**src/rtl/fnd_scan_ctrl.sv**
```systemverilog
// Four-digit 7-segment scan controller: binary count -> multiplexed BCD digit + active-low digit commons.
// Latency: outputs are registered and change only on scan ticks; input reaches display at the next frame wrap.
// Backpressure: none; free-running scan, count_data may change on any cycle.
//
// Ports:
//   clk, rst_n   system clock (rising edge), asynchronous active-low reset
//   count_data   14-bit binary value to display (values >= 10000 saturate to 9999)
//   lz_blank     1 = blank leading zeros
//   bcd          current digit value 0..9, to the segment decoder
//   fnd_com      active-low digit select, bit0 = ones .. bit3 = thousands
//   ovf          1 = current frame snapshot was saturated
module fnd_scan_ctrl #(
  parameter int SYS_CLK_HZ = 100_000_000,
  parameter int SCAN_HZ    = 1000
) (
  input  logic        clk,
  input  logic        rst_n,
  input  logic [13:0] count_data,
  input  logic        lz_blank,
  output logic [3:0]  bcd,
  output logic [3:0]  fnd_com,
  output logic        ovf
);

  localparam int DIV = SYS_CLK_HZ / SCAN_HZ;
  localparam int CW  = (DIV > 1) ? $clog2(DIV) : 1;
  localparam logic [CW-1:0] DIV_LAST = CW'(DIV - 1);
  localparam logic [13:0]   MAX_VAL  = 14'd9999;

  logic [CW-1:0] div_cnt_q, div_cnt_d;
  logic [1:0]    idx_q, idx_d;
  logic [13:0]   snap_q, snap_d;
  logic          ovf_q, ovf_d;
  logic [3:0]    bcd_q, bcd_d;
  logic [3:0]    fnd_com_q, fnd_com_d;

  logic          tick;
  logic          in_ovf;
  logic [13:0]   in_sat;
  logic [13:0]   disp_val;
  logic [13:0]   place;
  logic          blank;

  always_comb begin
    tick      = (div_cnt_q == DIV_LAST);
    in_ovf    = (count_data > MAX_VAL);
    in_sat    = in_ovf ? MAX_VAL : count_data;

    div_cnt_d = tick ? '0 : div_cnt_q + CW'(1);
    idx_d     = idx_q;
    snap_d    = snap_q;
    ovf_d     = ovf_q;
    bcd_d     = bcd_q;
    fnd_com_d = fnd_com_q;

    if (tick) begin
      idx_d = idx_q + 2'd1;
      if (idx_q == 2'd3) begin
        snap_d = in_sat;
        ovf_d  = in_ovf;
      end
    end

    // On the frame-wrap tick the ones digit must come from the value being
    // snapshotted now, not from the previous frame's snapshot.
    disp_val = (idx_q == 2'd3) ? in_sat : snap_q;

    case (idx_d)
      2'd0:    place = 14'd1;
      2'd1:    place = 14'd10;
      2'd2:    place = 14'd100;
      default: place = 14'd1000;
    endcase

    // Digit k is a leading zero exactly when the value is below 10^k.
    blank = lz_blank && (idx_d != 2'd0) && (disp_val < place);

    if (tick) begin
      bcd_d     = 4'((disp_val / place) % 14'd10);
      fnd_com_d = blank ? 4'b1111 : ~(4'b0001 << idx_d);
    end
  end

  always_ff @(posedge clk or negedge rst_n) begin
    if (!rst_n) begin
      div_cnt_q <= '0;
      idx_q     <= 2'd3;
      snap_q    <= '0;
      ovf_q     <= 1'b0;
      bcd_q     <= 4'd0;
      fnd_com_q <= 4'b1111;
    end else begin
      div_cnt_q <= div_cnt_d;
      idx_q     <= idx_d;
      snap_q    <= snap_d;
      ovf_q     <= ovf_d;
      bcd_q     <= bcd_d;
      fnd_com_q <= fnd_com_d;
    end
  end

  assign bcd     = bcd_q;
  assign fnd_com = fnd_com_q;
  assign ovf     = ovf_q;

endmodule

```
**config.mk**
```make
export PLATFORM = sky130hd
export DESIGN_NAME = fnd_scan_ctrl
export DESIGN_NICKNAME = d
export VERILOG_FILES = /design/src/rtl/fnd_scan_ctrl.sv
export SDC_FILE = /design/constraint.sdc
export NUM_CORES = 1
export LEC_CHECK = 0
export CORE_MARGIN = 2
export CORE_UTILIZATION = 30
export DETAILED_ROUTE_END_ITERATION = 16
export GPL_TIMING_DRIVEN = 1
export HOLD_SLACK_MARGIN = 0.15
export PLACE_DENSITY = 0.53
export REMOVE_ABC_BUFFERS = 1
export SLEW_MARGIN = 20
export SYNTH_ARGS = -nofsm -noshare
export SYNTH_HDL_FRONTEND = slang
export SYNTH_SLANG_ARGS = --single-unit
```
**constraint.sdc**
```tcl
create_clock -name clk -period 51.5 [get_ports clk]
set_input_delay 15.45 -clock clk [delete_from_list [all_inputs] [get_ports clk]]
set_output_delay 15.45 -clock clk [all_outputs]
set_load 0.005 [all_outputs]
```
## Word-level counts from Yosys, hierarchy flattened

Cells that the tools add are included.

- $lt $le $gt $ge: 2
- Bitwise logic cells: 1
- Multiplexer cells: 6
- Reduce and logical (&&, ||, !) cells: 5
- Shift-type cells: 1
- Div/mod/pow operators: 2
- Add/sub/neg operators: 2
- Multipliers: 0
- Equality and inequality tests: 4

Operators by type and width:

| operator | count |
|---|---|
| 10-bit case mux with 3 select lines | 1 |
| 14-bit two-way mux | 2 |
| 17-bit by 1-bit adder with 17-bit output, second input constant | 1 |
| 17-bit equality test, second input constant | 1 |
| 17-bit two-way mux | 1 |
| 14-bit by 14-bit divider with 14-bit output | 1 |
| 14-bit greater-than comparator, second input constant | 1 |
| 14-bit < comparator | 1 |
| 14-bit by 4-bit modulo with 14-bit output, second input constant | 1 |
| 2-bit equality test, second input constant | 2 |
| 4-bit two-way mux | 1 |
| 4-bit inverter | 1 |
| 1-bit by 2-bit left shift with 4-bit output, first input constant | 1 |
| 2-bit by 1-bit adder with 2-bit output, second input constant | 1 |
| 2-bit by 1-bit equality test with 1-bit output, second input constant | 1 |
| 1-bit logical AND | 2 |
| 2-bit zero test | 1 |
| 2-bit two-way mux | 1 |
| 2-bit AND reduction | 1 |
| 2-bit nonzero test | 1 |

- Memory bits (writable): 0
- Flip-flop bits (word level): 42
- Latch bits: 0
- Bits of input ports: 17
- Memories kept: 0
- Word-level logic and storage cells: 29
- ROM bits: 0

## Logic depth before layout (Yosys ltp)

- Word-level depth: 7
- Gate-level depth with buffers: 151
- Depth with buffers taken out: 141

## Worst setup path after synthesis

Ideal clock, no wire load.

- Path kind: input-to-reg
- From: in count_data[13]
- To: reg bcd_q[2] (netlist: bcd[2])
- Stages: 138
- Arrival: 42.096 ns
- Buffers on the path: 12
- Data required time: 51.434 ns
- Library setup time: 0.066 ns
- Path slack: 9.338 ns
- Cell sequence: buf_2 -> mux2i_1 -> inv_1 -> ha_1 -> and3b_1 -> o221ai_1 -> nand3b_1 -> nor4_1 -> a21bo_1 -> buf_2 -> a21oi_1 -> ha_1 -> nand3_1 -> or4_1 -> or3_4 -> o31ai_4 -> a21oi_1 -> ha_1 -> [102 not listed] -> a41o_1 -> and3_1 -> clkbuf_1 -> buf_2 -> o21ai_0 -> ha_1 -> a21o_1 -> a21o_1 -> a21oi_1 -> nand3_1 -> a311oi_1 -> a32o_1 -> nand4_1 -> nand2_1 -> nand2_1 -> ha_1 -> o31ai_1 -> a31o_1

- Word-level cells in the longest chain between the ends: 5

Ends and longest elaborated chain:

| element | RTL line | source |
|---|---|---|
| from (decl) | 18 | `input logic [13:0] count_data,` |
| 14-bit greater-than comparator | 46 | `in_ovf = (count_data > MAX_VAL);` |
| 14-bit two-way mux * | 47 | `in_sat = in_ovf ? MAX_VAL : count_data;` |
| 14-bit two-way mux * | -- |  |
| named net disp_val[13] | 40 | `logic [13:0] disp_val;` |
| 14-bit by 14-bit divider with 14-bit output * | 79 | `bcd_d = 4'((disp_val / place) % 14'd10);` |
| 14-bit by 4-bit modulo with 14-bit output * | 79 |  |
| to (signal assigned) | 90 | `bcd_q <= 4'd0;` |
| to (signal assigned) | 97 | `bcd_q <= bcd_d;` |
| to (decl) | 34 | `logic [3:0] bcd_q, bcd_d;` |

The timed path passes the listed nets; every way through them passes the cells marked *.
A chain may end at the register's enable or synchronous reset.

## Worst setup path in the final report

Ends and elaborated chain as after synthesis.

==> qor.csv <==
metric,value,unit
startpoint type of the worst setup path,primary input,
Worst Slack Setup Final,4.859,ns
cell repeated most along the worst path,ha_1,
Die Height,168.6,um
setup TNS,0,ns
cts repair resizes,0,
Post-CTS Hold Fix Bufs,0,
crit path DAT,46.88,ns
pre-CTS WS,4.787,ns
routed len/inst,15.33,um
Num CTS Buffers,5,
critical path type,primary input to flop,
Residual DRC,0,
Critical path buffers and inverters,8,
Sequential cell area,1059,sq um
"top cells by count, synth","nand2_1, ha_1, nor2_1",
Final period util,90.56,%
pin count of the biggest net entering global routing,43,
Die W,168.6,um
CTS tree,yes,
Slew headroom,27.57,%
final wirelength,22.08,mm
post-DP HPWL,17.17,mm
PortBufs,25,
Clock Sinks,42,
TritonRoute pass-1 iters,5,
vias per cell,5.495,
Root Buffer,clkbuf_16,
Initial Util,30.34,%
Critical Path Fanout Max,23,
Final Hold Vio Count,0,
GRT Residual Overflow,0,
setup violators final,0,
status,completed,
Tot GR Track Use,15.47,%
CP max stage cell,and3_1,
setup repair bufs after CTS,0,
Required @ worst endpoint,51.73,ns
Multi-input gate area,6751,sq um
MaxCap Viol Count,0,
most common cell in the netlist,nand2_1,
I/O pins,26,
setup clock skew after layout,0.007013,ns
via count,7913,
RSZ-0062 raised after global routing,no,
first-pass GRT wire length,37.08,mm
area of the core,26800,sq um
top post-synthesis cells by area,"ha_1, dfrtp_1, nand2_1, nor2_1, xnor2_1",
largest stage delay on the critical path,0.69,ns
ANT cells,0,
crit-path leading delay family,compound AO/OA/AOI/OAI gates,
Synth area leader,ha_1,
clk_lat worst skew,0.29,ns
syn_area_per_cell,7.474,sq um
Cell Rows,60,
Final Max Slew Viols,0,
Synth cell types,99,
Worst Max-Slew Pin Slew,1.082,ns
final-stage net count,1221,
CTS max path bufs,2,
synthesized cell area,8132,sq um
"Top FF cell, synth",dfrtp_1,
Reg2Reg Depth,133,
Post-DRT Antenna Nets,0,
CTS H-Tree Depth,2,
Max Clk Rate,0.02144,GHz
Syn-to-layout area delta,9.355,%
Post-Synthesis Cells,1088,
Synth top area share,16.31,%
"FF+latch count, synth",42,
initial antenna violation count,0,
Clock transition at path regs,0.07,ns
vias in the first global route,7430,
DR iter-0 viols,502,
Post-synth EDFFs,0,
Ys Warns,0,
HP Class,flop to flop,
crit path capture type,flop,
critical path depth,129,
post-synthesis sequential area ratio,13.02,%
fill count,2818,
hold path cells,2,
layout cells sized above 1,7.734,%
ys async rst share,100.0,%
Final min period,46.64,ns
gp weighted congestion,0.8355,
die area,28440,sq um
final timing paths:
path | from | end | slack [ns]
worst max-delay path | count_data[13] | bcd[2]$_DFFE_PN0N_ | 4.86
worst min-delay path | snap_q[4]$_DFFE_PN0N_ | snap_q[4]$_DFFE_PN0N_ | 0.47
worst max register to register | div_cnt_q[6]$_DFF_PN0_ | bcd[2]$_DFFE_PN0N_ | 17.49
worst min register to register | snap_q[4]$_DFFE_PN0N_ | snap_q[4]$_DFFE_PN0N_ | 0.47
max in group asynchronous | rst_n | div_cnt_q[4]$_DFF_PN0_ | 35.61
min in group asynchronous | rst_n | snap_q[10]$_DFFE_PN0N_ | 15.30
tightest hold or removal path, cell delays in order, from the launching register on:
cell	delay (ns)
dfrtp_1	0.34
nand2_1	0.05
o31ai_1	0.05
state kept, by name, summed over array words and instances, names as in the netlist:
name	flops
idx_q	2
bcd	4
fnd_com	4
div_cnt_q	17
ovf	1
snap_q	14
placed cells by master (no fill, tap or decap), types with 6 or more instances in the layout:
cell type        instances
nand2_1                118
ha_1                   106
nor2_1                 101
a21oi_1                 68
o21ai_0                 62
inv_1                   49
nor3_1                  45
xnor2_1                 41
dfrtp_1                 36
nand3_1                 35
o21a_1                  27
clkdlybuf4s50_1         24
xor2_1                  21
a21o_1                  19
nand4_1                 18
o31ai_1                 18
mux2i_1                 16
nand2b_1                15
nor2b_1                 13
a31oi_1                 13
mux2_2                  12
and3_1                  12
a211oi_1                11
buf_4                   10
and2_1                   9
o21ai_1                  9
or2_2                    9
or3_1                    9
nor4_1                   9
o211ai_1                 7
o22a_1                   7
o31a_1                   7
dfstp_2                  6
cell families after synthesis:
logic type | share of synthesized area [%]
xor gates and xnor gates | 6.678
AOI/OAI and AO/OA | 29.68
buffers and inverters | 3.985
DFF | 13.02
and+or+nand+nor | 26.23
muxes | 3.970
adders and majority gates | 16.43
through the flow:
step	hold slack (ns)	util, %	area [sq um]	std cells
floorplan	0.4407	-	7991	1056
global placement	0.4562	32.61	8741	1432
detailed placement	0.4638	32.61	8741	1432
CTS	0.4810	33.18	8892	1440
global route	0.5091	33.18	8892	1440
finish	0.4722	33.18	8892	1440
cell type report:
cell class | instances | area share (%)
Clock buffer | 5 | 1.407
Sequential cell | 42 | 11.90
Inverter | 49 | 2.068
Multi-Input combinational cell | 965 | 75.93
Clock inverter | 3 | 0.2955
Timing Repair Buffer | 35 | 3.602
Tap cell | 341 | 4.798
layer usage:
| layer | part of all wire [%] | vias up | track usage, % |
|---|---|---|---|
| li1 | - | 4096 | - |
| met4 | 1.2 | 0 | 3.448 |
| met3 | 2.4 | 18 | 0.7949 |
| met5 | 0 | - | 0 |
| met1 | 51 | 3684 | 22.16 |
| met2 | 45 | 115 | 25.68 |
Power is not shown: default switching activity piles up to over one toggle a cycle in this logic, so the estimate is an artifact.
